==> config.mk <==
export PLATFORM = sky130hd
export DESIGN_NAME = multicycle_controller
export DESIGN_NICKNAME = d
export VERILOG_FILES = /design/src/rtl/ctrl_pkg.sv /design/src/rtl/branch_cond.sv /design/src/rtl/multicycle_controller.sv
export SDC_FILE = /design/constraint.sdc
export NUM_CORES = 1
export LEC_CHECK = 0
export BUFFER_PORTS_ARGS = -buffer_cell sky130_fd_sc_hd__buf_2
export CAP_MARGIN = 20
export CORE_AREA = 5 5 90 92
export DETAILED_ROUTE_END_ITERATION = 6
export DIE_AREA = 0 0 95 97
export PLACE_DENSITY = 0.64
export SYNTH_ARGS = -nofsm -noshare
export SYNTH_HDL_FRONTEND = slang
export SYNTH_HIERARCHICAL = 1
export SYNTH_SLANG_ARGS = --single-unit
==> constraint.sdc <==
create_clock -name clk -period 4.45 [get_ports clk]
set_clock_uncertainty 0.05 [all_clocks]
set_input_delay 0.2225 -clock clk [delete_from_list [all_inputs] [get_ports clk]]
set_output_delay 0.2225 -clock clk [all_outputs]
set_load 0.03 [all_outputs]
==> src/rtl/ctrl_pkg.sv <==
// Shared encodings for the multi-cycle RV32I controller: opcodes, FSM states, mux selects.
// Latency: none (declarations only).
// Backpressure: none.
package ctrl_pkg;

    // RV32I major opcodes handled by the controller
    localparam logic [6:0] R_T  = 7'b0110011;
    localparam logic [6:0] I_T  = 7'b0010011;
    localparam logic [6:0] S_T  = 7'b0100011;
    localparam logic [6:0] B_T  = 7'b1100011;
    localparam logic [6:0] U_T  = 7'b0110111;
    localparam logic [6:0] J_T  = 7'b1101111;
    localparam logic [6:0] LW   = 7'b0000011;
    localparam logic [6:0] JALR = 7'b1100111;

    // Controller states; S_ prefix keeps them apart from the opcode names
    typedef enum logic [3:0] {
        S_FETCH,
        S_DECODE,
        S_MEM_ADR,
        S_MEM_RD,
        S_MEM_WB,
        S_MEM_WR,
        S_EXEC_R,
        S_EXEC_I,
        S_ALU_WB,
        S_BRANCH,
        S_JAL,
        S_JALR,
        S_JALR_PC,
        S_LUI,
        S_HALT
    } state_e;

    // ALU operand A select
    localparam logic [1:0] SA_PC    = 2'b00;
    localparam logic [1:0] SA_OLDPC = 2'b01;
    localparam logic [1:0] SA_A     = 2'b10;

    // ALU operand B select
    localparam logic [1:0] SB_B     = 2'b00;
    localparam logic [1:0] SB_IMM   = 2'b01;
    localparam logic [1:0] SB_FOUR  = 2'b10;

    // ALU operation class
    localparam logic [1:0] ALU_ADD  = 2'b00;
    localparam logic [1:0] ALU_BR   = 2'b01;
    localparam logic [1:0] ALU_R    = 2'b10;
    localparam logic [1:0] ALU_I    = 2'b11;

    // Immediate format select
    localparam logic [2:0] IMM_I    = 3'b000;
    localparam logic [2:0] IMM_S    = 3'b001;
    localparam logic [2:0] IMM_B    = 3'b010;
    localparam logic [2:0] IMM_J    = 3'b011;
    localparam logic [2:0] IMM_U    = 3'b100;

    // Result bus select
    localparam logic [1:0] RS_ALUOUT = 2'b00;
    localparam logic [1:0] RS_DATA   = 2'b01;
    localparam logic [1:0] RS_ALU    = 2'b10;
    localparam logic [1:0] RS_IMM    = 2'b11;

    // Immediate format implied by an opcode; anything without its own format uses I
    function automatic logic [2:0] imm_of(input logic [6:0] opc);
        case (opc)
            S_T:     return IMM_S;
            B_T:     return IMM_B;
            J_T:     return IMM_J;
            U_T:     return IMM_U;
            default: return IMM_I;
        endcase
    endfunction

endpackage

==> src/rtl/branch_cond.sv <==
// Resolves the RV32I branch condition from funct3 and the ALU compare flags.
// Latency: combinational.
// Backpressure: none.
module branch_cond (
    input  logic [2:0] funct3_i,
    input  logic       zero_i,
    input  logic       lt_i,
    output logic       taken_o
);

    // beq/bne use the zero flag, blt/bge the signed less-than flag; others never branch
    always_comb begin
        taken_o = 1'b0;
        case (funct3_i)
            3'b000:  taken_o = zero_i;
            3'b001:  taken_o = ~zero_i;
            3'b100:  taken_o = lt_i;
            3'b101:  taken_o = ~lt_i;
            default: taken_o = 1'b0;
        endcase
    end

endmodule

==> src/rtl/multicycle_controller.sv <==
// Multi-cycle RV32I control FSM driving datapath muxes/enables, with memory timeout and instret.
// Latency: 3-5 cycles per instruction plus memory wait cycles.
// Backpressure: stalls in FETCH/MEM_RD/MEM_WR until mem_ready; WAIT_MAX stalled cycles -> bus error.
module multicycle_controller
    import ctrl_pkg::*;
#(
    parameter int WAIT_MAX     = 16,
    parameter bit ILLEGAL_HALT = 1'b1,
    parameter int CNT_W        = 32
) (
    input  logic             clk,
    input  logic             rst_n,
    input  logic [6:0]       op,
    input  logic [2:0]       funct3,
    input  logic             zero,
    input  logic             lt,
    input  logic             mem_ready,
    output logic             mem_req,
    output logic             mem_write,
    output logic             adr_src,
    output logic             ir_write,
    output logic             pc_write,
    output logic             reg_write,
    output logic [1:0]       alu_src_a,
    output logic [1:0]       alu_src_b,
    output logic [1:0]       alu_op,
    output logic [2:0]       imm_src,
    output logic [1:0]       result_src,
    output logic             illegal,
    output logic             bus_err,
    output logic             halted,
    output logic [CNT_W-1:0] instret
);

    localparam int WW = (WAIT_MAX < 2) ? 1 : $clog2(WAIT_MAX + 1);

    state_e           state_q, state_d;
    logic [WW-1:0]    wait_q, wait_d;
    logic [CNT_W-1:0] instret_q, instret_d;
    logic             illegal_q, illegal_d;
    logic             bus_err_q, bus_err_d;

    logic             taken;
    logic             op_legal;
    logic             in_mem;
    logic             timeout;
    logic             mem_req_m, mem_write_m, ir_write_m, pc_write_m, reg_write_m;

    branch_cond u_branch_cond (
        .funct3_i (funct3),
        .zero_i   (zero),
        .lt_i     (lt),
        .taken_o  (taken)
    );

    // Opcode whitelist; anything else is reported as illegal in DECODE
    always_comb begin
        op_legal = 1'b0;
        case (op)
            R_T, I_T, S_T, B_T, U_T, J_T, LW, JALR: op_legal = 1'b1;
            default:                                op_legal = 1'b0;
        endcase
    end

    // States that own the memory port; derived from state only so the timeout has no loop
    assign in_mem  = (state_q == S_FETCH) || (state_q == S_MEM_RD) || (state_q == S_MEM_WR);
    // A ready on the WAIT_MAX-th stalled cycle still completes the access
    assign timeout = (WAIT_MAX != 0) && in_mem && !mem_ready && (wait_q == WW'(WAIT_MAX - 1));

    // State register
    always_ff @(posedge clk or negedge rst_n) begin
        if (!rst_n) state_q <= S_FETCH;
        else        state_q <= state_d;
    end

    // Next-state and Moore output decode; FETCH write enables are Mealy on mem_ready
    always_comb begin
        state_d     = state_q;
        illegal_d   = illegal_q;
        bus_err_d   = bus_err_q;
        mem_req_m   = 1'b0;
        mem_write_m = 1'b0;
        ir_write_m  = 1'b0;
        pc_write_m  = 1'b0;
        reg_write_m = 1'b0;
        adr_src     = 1'b0;
        alu_src_a   = SA_PC;
        alu_src_b   = SB_B;
        alu_op      = ALU_ADD;
        imm_src     = IMM_I;
        result_src  = RS_ALUOUT;
        case (state_q)
            S_FETCH: begin
                mem_req_m  = 1'b1;
                alu_src_b  = SB_FOUR;
                result_src = RS_ALU;
                if (mem_ready) begin
                    ir_write_m = 1'b1;
                    pc_write_m = 1'b1;
                    state_d    = S_DECODE;
                end
            end
            S_DECODE: begin
                // ALUOut captures oldPC + imm: the branch / JAL target
                alu_src_a = SA_OLDPC;
                alu_src_b = SB_IMM;
                imm_src   = imm_of(op);
                case (op)
                    LW, S_T: state_d = S_MEM_ADR;
                    R_T:     state_d = S_EXEC_R;
                    I_T:     state_d = S_EXEC_I;
                    B_T:     state_d = S_BRANCH;
                    J_T:     state_d = S_JAL;
                    JALR:    state_d = S_JALR;
                    U_T:     state_d = S_LUI;
                    default: begin
                        illegal_d = 1'b1;
                        state_d   = ILLEGAL_HALT ? S_HALT : S_FETCH;
                    end
                endcase
            end
            S_MEM_ADR: begin
                alu_src_a = SA_A;
                alu_src_b = SB_IMM;
                state_d   = (op == LW) ? S_MEM_RD : S_MEM_WR;
            end
            S_MEM_RD: begin
                mem_req_m = 1'b1;
                adr_src   = 1'b1;
                if (mem_ready) state_d = S_MEM_WB;
            end
            S_MEM_WB: begin
                result_src  = RS_DATA;
                reg_write_m = 1'b1;
                state_d     = S_FETCH;
            end
            S_MEM_WR: begin
                mem_req_m   = 1'b1;
                mem_write_m = 1'b1;
                adr_src     = 1'b1;
                if (mem_ready) state_d = S_FETCH;
            end
            S_EXEC_R: begin
                alu_src_a = SA_A;
                alu_op    = ALU_R;
                state_d   = S_ALU_WB;
            end
            S_EXEC_I: begin
                alu_src_a = SA_A;
                alu_src_b = SB_IMM;
                alu_op    = ALU_I;
                state_d   = S_ALU_WB;
            end
            S_ALU_WB: begin
                reg_write_m = 1'b1;
                state_d     = S_FETCH;
            end
            S_BRANCH: begin
                alu_src_a  = SA_A;
                alu_op     = ALU_BR;
                pc_write_m = taken;
                state_d    = S_FETCH;
            end
            S_JAL: begin
                alu_src_a  = SA_OLDPC;
                alu_src_b  = SB_FOUR;
                pc_write_m = 1'b1;
                state_d    = S_ALU_WB;
            end
            S_JALR: begin
                // Link is written first; the A register already holds rs1 for the target
                alu_src_a   = SA_OLDPC;
                alu_src_b   = SB_FOUR;
                result_src  = RS_ALU;
                reg_write_m = 1'b1;
                state_d     = S_JALR_PC;
            end
            S_JALR_PC: begin
                alu_src_a  = SA_A;
                alu_src_b  = SB_IMM;
                result_src = RS_ALU;
                pc_write_m = 1'b1;
                state_d    = S_FETCH;
            end
            S_LUI: begin
                imm_src     = IMM_U;
                result_src  = RS_IMM;
                reg_write_m = 1'b1;
                state_d     = S_FETCH;
            end
            S_HALT: begin
                state_d = S_HALT;
            end
            default: begin
                state_d = S_FETCH;
            end
        endcase
        if (timeout) begin
            bus_err_d = 1'b1;
            state_d   = S_HALT;
        end
    end

    // Wait counter restarts on every state change; instret counts real retirements only
    always_comb begin
        wait_d    = wait_q;
        instret_d = instret_q;
        if (state_d != state_q)        wait_d = '0;
        else if (in_mem && !mem_ready) wait_d = wait_q + WW'(1);
        if ((state_d == S_FETCH) && (state_q != S_FETCH) &&
            !((state_q == S_DECODE) && !op_legal))
            instret_d = instret_q + CNT_W'(1);
    end

    // Counter and sticky status registers
    always_ff @(posedge clk or negedge rst_n) begin
        if (!rst_n) begin
            wait_q    <= '0;
            instret_q <= '0;
            illegal_q <= 1'b0;
            bus_err_q <= 1'b0;
        end else begin
            wait_q    <= wait_d;
            instret_q <= instret_d;
            illegal_q <= illegal_d;
            bus_err_q <= bus_err_d;
        end
    end

    // Strobes are gated by reset so an access or write dies the instant rst_n falls
    assign mem_req   = mem_req_m   & rst_n;
    assign mem_write = mem_write_m & rst_n;
    assign ir_write  = ir_write_m  & rst_n;
    assign pc_write  = pc_write_m  & rst_n;
    assign reg_write = reg_write_m & rst_n;

    assign illegal   = illegal_q;
    assign bus_err   = bus_err_q;
    assign halted    = (state_q == S_HALT);
    assign instret   = instret_q;

endmodule

* Yosys cells after proc, flatten, opt, wreduce, memory -nomap -nowiden
Cells that the tools add are included.
W data, S select, Z words.
** Word-level totals
- Output and inout bits :: 52
- Register bits after elaboration :: 43
- Bits in writable memories :: 0
- Memories kept :: 0
- Logic and storage cells :: 94
- Bits in read-only memories :: 0
- Bits of input ports :: 15
- Bits in latches :: 0
** Cells by class
- Multiplexer cells :: 24
- Multiply operators :: 0
- Shift-type cells :: 0
- Bitwise operators :: 8
- Reductions and logical operators :: 28
- Divide/modulo/power cells :: 0
- $add $sub $neg :: 2
- Equal/unequal tests :: 27
- $lt $le $gt $ge :: 0
** Operators with widths (number)
- $add A32 B1 Y32 const B :: 1
- $pmux W4 S8 :: 1
- $eq A4 B4 Y1 const B :: 7
- $pmux W4 S7 :: 1
- $eq A7 B6 Y1 const B :: 3
- $eq A7 B7 Y1 const B :: 3
- $eq A4 B3 Y1 const B :: 4
- $mux W4 :: 4
- $reduce_or A3 Y1 :: 5
- $pmux W2 S3 :: 2
- $pmux W3 S4 :: 1
- $mux W5 :: 2
- $eq A4 B2 Y1 const B :: 2
- $logic_not A4 Y1 :: 2
- $pmux W2 S2 :: 2
- $reduce_or A4 Y1 :: 2
- $reduce_or A8 Y1 :: 1
- $eq A7 B2 Y1 const B :: 1
- $eq A7 B5 Y1 const B :: 1
- $mux W1 :: 7
- $eq A3 B3 Y1 const B :: 2
- $pmux W3 S2 :: 1
- $reduce_or A2 Y1 :: 3
- $add A5 B1 Y5 const B :: 1
- other kinds (17) :: 30

* Depth between registers and ports, before layout
Gate-level depths: netlist (run 1).
- Depth in word-level cells :: 9
- Gate-level depth with buffers :: 11
- Mapped depth without buffers :: 9

* Hierarchy
The synthesis (run 1) kept the hierarchy.
** By module, submodules not included
- multicycle_controller :: cells an instance 319, area each 3091.7 um^2, instances 1
- branch_cond :: cells an instance 4, area each 31.3 um^2, instances 1

* Worst setup path after synthesis (run 1)
OpenSTA, ideal clock, no wires.
- Path kind :: reg-to-reg
- Start point :: register state_q[3]
- End point :: register instret_q[8] (netlist: instret[8])
- Cell stages (with the launch flop) :: 10
- Arrival time :: 2.234 ns
- Required time :: 4.262 ns
- Path buffers :: 3
- Setup time :: 0.138 ns
- Period minus slack after synthesis :: 2.422 ns
- Slack :: 2.028 ns
- Cell sequence :: dfrtp_1 -> buf_2 -> buf_2 -> nand2_1 -> nor3_1 -> a21oi_2 -> nand4b_4 -> buf_2 -> nor3_1 -> xor2_1
** On the way
- Elaborated cells on any way between the ends :: 26
- Those cells by class :: 9 x eq/ne; 5 x mux; 12 x reduce/logical
** RTL lines
- start, declared :: line multicycle_controller.sv:37 : state_e state_q, state_d;
- start signal, assigned :: line multicycle_controller.sv:73 : else state_q <= state_d;
- $eq A4 B4 Y1
- named net halted :: line multicycle_controller.sv:31 : output logic halted,
- $pmux W4 S8 :: line multicycle_controller.sv:92 : case (state_q)
- $mux W4 :: line multicycle_controller.sv:198 : if (timeout) begin
- $logic_not A4 Y1 :: line multicycle_controller.sv:210 : if ((state_d == S_FETCH) && (state_q != S_FETCH) &&
- $logic_and A1 B1 Y1 (2 in a row) :: line multicycle_controller.sv:210
- end signal, assigned :: line multicycle_controller.sv:224 : instret_q <= instret_d;
- end, declared :: line multicycle_controller.sv:39 : logic [CNT_W-1:0] instret_q, instret_d;
The timed path passes the listed nets, and every way through them passes these cells.
A chain may end at the register's enable or synchronous reset.

* Final worst setup path (run 1)
- Start point :: register state_q[1]
- End point :: register instret_q[1] (netlist: instret[1])
** On the way
- Longest elaborated chain between the ends :: 9
- Elaborated cells on any way between the ends :: 26
- Those cells by class :: 9 x eq/ne; 5 x mux; 12 x reduce/logical
** Ends and longest elaborated chain (line)
- branches (longest 5 deep; another with $pmux W4 S8)
- $mux W4 (*) :: multicycle_controller.sv:198
- named net state_d[0] :: multicycle_controller.sv:37
- $logic_not A4 Y1 (*) :: multicycle_controller.sv:210
- $logic_and A1 B1 Y1 (*) (2 in a row) :: multicycle_controller.sv:210
Mark *: on every way through the listed nets, which the timed path passes.

==> results of run 1 <==
==> cells in the mapped netlist, types with 2 or more instances <==
master | count | area share
dfrtp_1 | 43 | 0.34
xor2_1 | 30 | 0.084
nand2_1 | 28 | 0.034
nor2_1 | 19 | 0.023
nor4_2 | 17 | 0.068
nor3_1 | 16 | 0.026
a21oi_1 | 12 | 0.019
nand3_1 | 11 | 0.018
nand4_1 | 11 | 0.022
inv_1 | 10 | 0.012
buf_2 | 9 | 0.014
xnor2_1 | 9 | 0.025
nor2b_1 | 8 | 0.016
nand2b_1 | 7 | 0.014
and3_1 | 4 | 0.0080
buf_4 | 4 | 0.0096
buf_6 | 4 | 0.014
nand3b_1 | 4 | 0.0096
a211o_1 | 3 | 0.0084
and3b_1 | 3 | 0.0084
ha_1 | 3 | 0.012
mux2i_1 | 3 | 0.0096
nor3b_1 | 3 | 0.0072
nor4b_1 | 3 | 0.0084
nor4b_2 | 3 | 0.014
inv_2 | 2 | 0.0024
nor3_2 | 2 | 0.0064
o31ai_1 | 2 | 0.0048
or2_2 | 2 | 0.0040
or4_1 | 2 | 0.0048
or4b_1 | 2 | 0.0064
==> worst max-delay path, cell delays in order (launching register included) <==
cell and delay, ps:
dfrtp_1 870, or4b_1 440, o311ai_1 190, o22a_1 250, nand4b_4 560, nor2_2 330, mux2_4 320
==> worst paths after layout <==
check                            from     endpoint  slack [ps]  depth (start not counted)
hold reg to reg               bus_err      bus_err         420                          1
setup / recovery           state_q[1]   instret[1]        1320                          6
setup reg to reg           state_q[1]   instret[1]        1320                          6
min in group clk            mem_ready    wait_q[1]         380                          4
hold / removal                  rst_n      bus_err         260                          2
max in group asynchronous       rst_n  instret[23]        3620                          3
==> cells by family after synthesis <==
kind of cell / after synthesis / share of synthesized area
AO/OA/AOI/OAI: 44 / 0.1186
XOR/XNOR: 39 / 0.1094
adder cells (fa/ha/maj): 3 / 0.01202
buffers and inverters: 33 / 0.06650
flip-flops: 43 / 0.3446
multiplexers: 5 / 0.01803
AND/OR/NAND/NOR: 156 / 0.3309
==> flip-flops by register name, summed over array words and instances (netlist names) <==
| register | flops |
|---|---|
| bus_err | 1 |
| wait_q | 5 |
| illegal | 1 |
| instret | 32 |
| state_q | 4 |
==> layout make-up <==
class                           count  area (sq um)  area share
Multi-Input combinational cell    247          1839      0.5120
Sequential cell                    43          1076      0.2995
Timing Repair Buffer               70         375.4      0.1045
Tap cell                           99         123.9     0.03448
Clock buffer                        6         72.57     0.02020
Clock inverter                      2         60.06     0.01672
Inverter                           12         45.04     0.01254
==> layer usage <==
metal | wire length, microns | up-vias
met1 | 3373 | 1272
met3 | 369 | 7
met2 | 3415 | 73
li1 | - | 1280
met4 | 70 | 0
met5 | 0 | -
==> cell usage in the layout (no fill, tap or decap), types with 2 or more instances in the layout <==
cell       Yosys  layout
buf_2          9      66
dfrtp_1       43      43
xor2_1        30      30
nand2_1       28      28
nor2_1        19      19
nor4_2        17      17
nor3_1        16      16
a21oi_1       12      12
nand3_1       11      11
nand4_1       11      11
inv_1         10      10
xnor2_1        9       9
nor2b_1        8       8
nand2b_1       7       7
clkbuf_8       0       5
and3_1         4       4
nand3b_1       4       4
and3b_1        3       3
nor4b_1        3       3
nor3b_1        3       3
a211o_1        3       3
mux2i_1        3       3
nor4b_2        3       3
ha_1           3       3
inv_2          2       2
or4b_1         2       2
or2_2          2       2
or4_1          2       2
nor3_2         2       2
o31ai_1        2       2
bufinv_16      0       2
buf_4          4       2
==> power breakdown <==
group	switching, mW	internal [mW]	total (mW)
registers	0.135	0.436	0.571
clock network	0.132	0.224	0.357
logic	0.686	0.345	1.03
total	0.953	1.01	1.96
==> impl_metrics.yaml, run 1 <==
worst_setup_path:
  arrival_ps: 3260
  endpoint_kind: "flop"
  path_max_fanout: 31
  required_ps: 4580
  startpoint_type: "flop"
  path_class: "flop to flop"
global_routing:
  grt_max_degree: 48
  antenna_found_initial: 0
  gr-usage-met1: 0.2274
  grt_use_met3: 0.03103
  top_usage_layer: "met2"
  track_usage: 0.1627
  grt_overflow: 0
  grt_util_met2: 0.2538
  grt_pass1_vias: 2580
  grt_pass1_wl_microns: 12310
sta:
  setup-tns-final_ps: 0
  post-route-min-period_ps: 3134
  fmax_ghz: 0.3191
  rsz0062_at_grt: "no"
  slew_headroom: 0.4666
  finalHoldViolCount: 0
  hold_ws_ps: 257.1
  setup_ws_ps: 1316
  slew_violations: 0
  layout_worst_path_cycle_share: 0.7043
  tightest_slew_ps: 800.1
  setup_violations: 0
routing:
  drtPass1Iterations: 4
  ant_nets: 0
  viasPerCell: 5.495
  via_count: 2632
  drc: 0
  wl_per_cell_microns: 15.09
  routed_wirelength_microns: 7229
  dr.first_iter.drc_count: 92
finish:
  final_layout_size_suffix_gt1_frac: 0.3000
  finalNetCount: 397
  fin_cells: 479
  diodes: 0
  design_area_sq_um: 3592
  area_growth_pct: 15.02
  nFillCells: 711
  utilization: 0.5033
floorplanning:
  design.core.area_sq_um: 7137
  start_util: 0.4376
  num_rows: 31
  die_h_microns: 97
  dieArea_sq_um: 9215
  fp.dieW_microns: 95
  io_pins: 67
clock_network:
  cts_inserted_buffers: 5
  cts_tree: "built"
  clk_pin_slew_ps: 80
  cts_setup_buffers: 0
  cts.sinks: 43
  ctsResizeCount: 0
  htreeDepth: 2
  cts_hold_buf: 0
  clock_latency_ps: 300
  clk_path_buf_depth: 2
  cts-root-buf: "clkbuf_8"
synthesis:
  synth_warnings: 6
  synth_ff_type: "dfrtp_1"
  synth_area_sq_um: 3123
  synthArstFlopShare: 1.000
  avgSynthCellArea_sq_um: 9.669
  ys_seq_area_frac: 0.3446
  synth-edff-count: 0
  synth_cells: 323
  synth_cell_types: 75
  synth_seq_cells: 43
  synth.net_count: 341
placed_design:
  post-place-cells: 469
  placed_cell_area_sq_um: 3430
  dp_hpwl_microns: 5247
  gp_congestion: 0.8530
  place_ws_ps: 1319
  io_buffers: 66
hold_path:
  hp-class: "primary input to asynchronous set/reset pin"
power:
  ir_worst_vdd_uv: 282.5
  p_leak_nw: 1.692
  p_total_mw: 1.959
  power_density_nw_per_um2: 545.3
outcome:
  status: "finished, final reports clean"
flow_run:
  cap_violations: 0
(Power assumes the default switching activity.)
==> run 2: changes to the inputs <==
--- a/config.mk
+++ b/config.mk
@@ -5,12 +5,13 @@
 export SDC_FILE = /design/constraint.sdc
 export NUM_CORES = 1
 export LEC_CHECK = 0
+export ABC_AREA = 1
 export BUFFER_PORTS_ARGS = -buffer_cell sky130_fd_sc_hd__buf_2
 export CAP_MARGIN = 20
 export CORE_AREA = 5 5 90 92
 export DETAILED_ROUTE_END_ITERATION = 6
 export DIE_AREA = 0 0 95 97
-export PLACE_DENSITY = 0.64
+export PLACE_DENSITY = 0.67
 export SYNTH_ARGS = -nofsm -noshare
 export SYNTH_HDL_FRONTEND = slang
 export SYNTH_HIERARCHICAL = 1
==> constraint.sdc (replaced) <==
create_clock -name clk -period 2.8 [get_ports clk]
set_clock_uncertainty 0.05 [all_clocks]
set_input_delay 0.14 -clock clk [delete_from_list [all_inputs] [get_ports clk]]
set_output_delay 0.14 -clock clk [all_outputs]
set_load 0.03 [all_outputs]
==> run 2 against run 1 <==
Worst setup slack worse by 770 ps. Highest routed layer unchanged. Non-clock buffer count stayed put. Sequential power is 39% higher. Critical path type unchanged.
==> impl_metrics.yaml, run 2 <==
synthesis:
  yosys.area_share.simple: 0.4267
  synthTopCellsByCount: "nand2_1 (154), nor2_1 (60), inv_1 (48)"
  avgSynthCellArea_sq_um: 6.719
  synth-edff-count: 0
  synth_top_area_share: 0.3407
  synth_warnings: 6
  synth_xor_xnor_area_share: 0.09152
  synth_largest_area_cell: "dfrtp_1"
  synth.net_count: 488
  synth_area_sq_um: 3158
  ys_seq_area_frac: 0.3407
  synth_fa_ha_area_frac: 0.01189
  synth-compound-area-share: 0.04398
  synth.area.mux_share: 0.003170
  synth_ff_type: "dfrtp_1"
  synth.most_common_cell: "nand2_1"
  synth_cells: 470
  synth_top_family_by_area: "simple AND/OR/NAND/NOR gates"
  synth_cell_types: 33
  synth_seq_cells: 43
  synthTopCellsByArea: "dfrtp_1 (34%), nand2_1 (18%), nand3_1 (7.1%), nor2_1 (7.1%), inv_1 (5.7%)"
  synthArstFlopShare: 1.000
sta:
  slew_headroom: 0.6021
  setup_violations: 0
  layout_worst_path_cycle_share: 0.8032
  post-route-min-period_ps: 2249
  rsz0062_at_grt: "no"
  setup-tns-final_ps: 0
  slew_violations: 0
  fmax_ghz: 0.4446
  tightest_slew_ps: 592.3
  finalHoldViolCount: 0
placed_design:
  dp_hpwl_microns: 6243
  placed_cell_area_sq_um: 3567
  io_buffers: 66
  gp_congestion: 0.9431
worst_setup_path:
  crit_slowest_cell: "dfrtp_1"
  required_ps: 2920
  endpoint_kind: "flop"
  cp_common_cell: "nand2_1"
  startpoint_type: "flop"
  r2r-start: "state_q[1]"
  path_cells: "nand2_1, inv_1, nand2_1, nand3_2, nand3_2, nand3_1, inv_2, nand2_4, nand2_1, o21ai_2"
  crit_buf_inv: 2
  cp_slowest_stage_delay_ps: 500
  regToRegSetupSlack_ps: 550
  r2r_end: "instret[6]"
  r2r_cells: 10
  path_class: "flop to flop"
  path_max_fanout: 37
  arrival_ps: 2370
  crit_family: "simple AND/OR/NAND/NOR gates"
power:
  p_sw_mw: 1.467
  power_density_nw_per_um2: 749.3
  p_int_mw: 1.274
  seq_power_share: 0.290
  switching_share: 0.5351
  p_comb_frac: 0.572
  ir_worst_vdd_uv: 568.4
  p_leak_nw: 2.023
  clock_power_share: 0.138
routing:
  drtPass1Iterations: 5
  ant_nets: 0
  dr.first_iter.drc_count: 128
  drc: 0
  routed_wirelength_microns: 8056
  via_count: 3165
  viasPerCell: 4.961
  wl_per_cell_microns: 12.63
clock_network:
  cts_tree: "built"
  clk_path_buf_depth: 2
  cts.sinks: 43
  clk_pin_slew_ps: 80
  cts-root-buf: "clkbuf_8"
  htreeDepth: 2
  clock_latency_ps: 290
  cts_inserted_buffers: 5
finish:
  diodes: 0
  area_growth_pct: 15.85
  final_layout_size_suffix_gt1_frac: 0.1800
  utilization: 0.5126
  finalNetCount: 556
  final_cell_mix: "nand2_1 (154), buf_2 (66), nor2_1 (60), inv_1 (48), nand3_1 (45)"
  largest_register_ff_count: 32
  final_common_cell: "nand2_1"
  design_area_sq_um: 3659
global_routing:
  top_usage_layer: "met2"
  grt_overflow: 0
  grt_pass1_vias: 3063
  grt_use_met3: 0.02715
  antenna_found_initial: 0
  grt_util_met2: 0.2874
  grt_pass1_wl_microns: 14180
  grt_max_degree: 44
  track_usage: 0.1844
  gr-usage-met1: 0.2598
hold_path:
  hp-start: "mem_ready"
  hp-class: "primary input to flop"
  min_path_cells: 4
  hold-path-endpoint: "bus_err"
floorplanning:
  dieArea_sq_um: 9215
  die_h_microns: 97
  fp.dieW_microns: 95
  num_rows: 31
  io_pins: 67
  design.core.area_sq_um: 7137
  start_util: 0.4425
flow_run:
  cap_violations: 0
outcome:
  status: "finished, final reports clean"
## run 2: cell count changes after synthesis, moves of 5 or more
cell,previous run,this run
nor2b_1,8,0
nand3_1,11,45
inv_1,10,48
o21ai_0,1,7
nor2_1,19,60
nand2_1,28,154
a21oi_1,12,7
xor2_1,30,20
nand2b_1,7,0
nor4_2,17,0
buf_2,9,3
## run 2: area by class of cell
class | instances | area (sq um)
Clock buffer | 7 | 76.32
Clock inverter | 1 | 5.005
Fill cell | 768 | 3478
Inverter | 51 | 191.4
Multi-Input combinational cell | 367 | 1823
Sequential cell | 43 | 1076
Tap cell | 99 | 123.9
Timing Repair Buffer | 70 | 362.8
## run 2: what timing repair did
action	CTS	global route
gates resized for setup	0	0
endpoints found under the hold margin	43	0
setup buffers	0	0
hold buffers	1	0
## run 2: how the worst max path moves through the flow
stage / startpoint / endpoint / slack (ps) / depth (start not counted)
global route: state_q[1] / instret[6] / 300 / 10
floorplan: instret[1] / instret[30] / 760 / 9
detailed placement: wait_q[0] / instret[16] / 590 / 9
CTS: state_q[1] / instret[6] / 560 / 10
global placement: wait_q[0] / instret[31] / 630 / 11
finish: state_q[1] / instret[6] / 550 / 10
## run 2: power by group through the flow
stage | logic (mW) | clock network (mW) | registers (mW)
CTS | 1.58 | 0.391 | 0.793
global route | 1.73 | 0.423 | 0.808
floorplan | 1.27 | 0 | 0.830
finish | 1.57 | 0.380 | 0.794
global placement | 1.56 | 0 | 0.801
detailed placement | 1.57 | 0 | 0.805
## run 2: per-stage QoR
stage	total power, mW	hold slack, ps	cells	setup WS [ps]
6_report	2.741	253.9	638	551.0
5_1_grt	2.964	300.4	638	299.3
4_1_cts	2.761	261.1	638	562.8
3_5_place_dp	2.379	262.3	629	594.5
3_3_place_gp	2.361	251.8	629	625.5
2_1_floorplan	2.098	-205.6	470	760.7
## run 2: worst reg2reg max path: stages, from the launching register on
cell and delay, ps:
dfrtp_1 500, nand2_1 210, inv_1 60, nand2_1 130
nand3_2 110, nand3_2 160, nand3_1 160, inv_2 240
nand2_4 270, nand2_1 180, o21ai_2 70
## run 2: cells by family after synthesis
| kind of cell | Yosys count |
|---|---|
| muxes | 1 |
| xor gates and xnor gates | 33 |
| adders and majority gates | 3 |
| buffers and inverters | 60 |
| AOI/OAI and AO/OA | 23 |
| DFF | 43 |
| and+or+nand+nor | 307 |
## run 2: per-layer routing
layer	vias to the layer above	share of wire
met2	88	0.45
met4	0	0.017
met1	1435	0.48
li1	1630	-
met5	-	0
met3	12	0.048
==> run 3: changes to the inputs <==
==> constraint.sdc (replaced) <==
create_clock -name clk -period 2 [get_ports clk]
set_clock_uncertainty 0.05 [all_clocks]
set_input_delay 0.1 -clock clk [delete_from_list [all_inputs] [get_ports clk]]
set_output_delay 0.1 -clock clk [all_outputs]
set_load 0.03 [all_outputs]
==> run 3 against run 2 <==
The run now ends with negative setup slack left. Routed wire length is 26% higher. Die area stayed put. Via count is 12% higher. Non-clock buffer count is 44 higher. Critical path depth is 2 higher. Sequential share of layout area is 5.1 points lower. Global-route usage is 1.0 points higher. First-iteration DRC count is 100% higher. Worst hold slack better by 24 ps. Combinational power grew to 2.9 times the previous value. Fmax is 8.1% higher. Clock power is 45% higher. Largest cell class unchanged.
==> impl_metrics.yaml, run 3 (same netlist as run 2, synthesis figures left out) <==
placed_design:
  placed_cell_area_sq_um: 3800
  post-place-cells: 657
  io_buffers: 66
  dp_hpwl_microns: 6782
  gp_congestion: 0.9652
  place_ws_ps: -118.3
finish:
  final_cell_mix: "nand2_1 (141), buf_2 (66), nor2_1 (52), inv_1 (46), dfrtp_1 (40)"
  largest_register_ff_count: 32
  fin_cells: 687
  final_layout_size_suffix_gt1_frac: 0.3180
  utilization: 0.6225
  finalNetCount: 605
  area_growth_pct: 40.69
  diodes: 0
  final_common_cell: "nand2_1"
  design_area_sq_um: 4443
outcome:
  violations: "negative setup slack"
  status: "complete, but fails checks"
floorplanning:
  num_rows: 31
  start_util: 0.4425
  io_pins: 67
  dieArea_sq_um: 9215
  die_h_microns: 97
  design.core.area_sq_um: 7137
  fp.dieW_microns: 95
clock_network:
  clock_latency_ps: 300
  cts_tree: "built"
  htreeDepth: 2
  cts-root-buf: "clkbuf_8"
  cts_inserted_buffers: 5
  clk_path_buf_depth: 2
  cts.sinks: 43
  clk_pin_slew_ps: 80
global_routing:
  grt_max_degree: 44
  track_usage: 0.1944
  grt_pass1_wl_microns: 14810
  grt_pass1_vias: 3225
  grt_overflow: 0
  antenna_found_initial: 0
sta:
  setup_violations: 32
  post-route-min-period_ps: 2080
  rsz0062_at_grt: "yes"
  layout_worst_path_cycle_share: 1.040
  finalHoldViolCount: 0
  fmax_ghz: 0.4808
  slew_violations: 0
  tightest_slew_ps: 569.9
  slew_headroom: 0.6201
  setup_ws_ps: -79.91
routing:
  drtPass1Iterations: 5
  via_count: 3554
  wl_per_cell_microns: 14.80
  routed_wirelength_microns: 10170
  viasPerCell: 5.173
  ant_nets: 0
  dr.first_iter.drc_count: 261
  drc: 0
power:
  seq_power_share: 0.180
  ir_worst_vdd_uv: 782.5
  p_leak_nw: 2.343
  power_density_nw_per_um2: 1395
  p_int_mw: 3.068
  p_total_mw: 6.200
  p_comb_frac: 0.731
  clock_power_share: 0.089
  p_sw_mw: 3.132
  switching_share: 0.5051
worst_setup_path:
  crit_family: "simple AND/OR/NAND/NOR gates"
  crit_slowest_cell: "dfrtp_1"
  endpoint_kind: "flop"
  path_max_fanout: 6
  cp_common_cell: "nand2_2"
  arrival_ps: 2270
  r2r_cells: 12
  path_class: "flop to flop"
  required_ps: 2190
  crit_buf_inv: 2
  cp.depth: 12
  cp_slowest_stage_delay_ps: 400
  path_cells: "ha_2, and3_4, ha_4, nand3_4, nand2_2, nor2_2, nand2_2, nor2_8, buf_12, clkbuf_16, nand3_2, nand2_1"
  startpoint_type: "flop"
flow_run:
  cap_violations: 0
hold_path:
  hp-class: "primary input to flop"
  min_path_cells: 4
[run 3: changes by cell type in the layout (fill, tap and decap cells not counted), sizes merged]
cell    change
buf        +40
clkbuf      +2
clkinv      +4
nand2       +4
inv         -1
[run 3: cell type report]
cell class / instances / area, sq um
repair inverters: 1 / 16.27
clock inverters: 3 / 15.01
clock buffers: 5 / 68.82
well taps: 99 / 123.9
flip-flops and latches: 43 / 1080
fillers: 667 / 2694
inverters: 51 / 203.9
multi-input cells: 371 / 2092
repair buffers: 114 / 843.3
[run 3: worst reg2reg max path, cell delays in order (launching register included)]
cell and delay, ps:
dfrtp_1 400, ha_2 200, and3_4 180, ha_4 160, nand3_4 100, nand2_2 80
nor2_2 130, nand2_2 110, nor2_8 180, buf_12 170, clkbuf_16 150, nand3_2 50
nand2_1 60
[run 3: layer usage]
layer	up-vias	GRT usage	share of wire
met2	142	0.3162	0.48
met5	-	0	0
met3	25	0.03026	0.062
li1	1737	-	-
met4	0	0.05549	0.021
met1	1650	0.2648	0.43
[run 3: repair_timing]
action | in CTS | in global routing
gates cloned | 0 | 9
hold buffers | 1 | 0
pin swaps | 0 | 19
setup buffers | 0 | 12
setup endpoints to repair | 33 | 37
resized for setup | 3 | 70
hold endpoints to repair | 43 | 0
[run 3: final timing paths]
kind / from / to / slack [ps]
max: wait_q[1] / instret[4] / -80
min reg2reg: bus_err / bus_err / 420
min: mem_ready / wait_q[4] / 280
min in group asynchronous: rst_n / wait_q[4] / 410
max reg2reg: wait_q[1] / instret[4] / -80
max in group asynchronous: rst_n / state_q[2] / 1070
[run 3: per-stage QoR]
stage / setup TNS, ps / hold WS, ps
floorplan: 0 / -245.6
global placement: -200.3 / 202.2
detailed placement: -1772 / 222.3
CTS: -51.40 / 247.6
global route: -4406 / 299.2
finish: -1654 / 278.1
[run 3: power by group through the flow]
| stage | Combinational, mW | Clock [mW] | Sequential [mW] |
|---|---|---|---|
| 2_1_floorplan | 1.81 | 0 | 1.16 |
| 5_1_grt | 4.79 | 0.599 | 1.13 |
| 4_1_cts | 2.61 | 0.566 | 1.10 |
| 3_3_place_gp | 2.51 | 0 | 1.11 |
| 6_report | 4.53 | 0.550 | 1.12 |
| 3_5_place_dp | 2.55 | 0 | 1.11 |
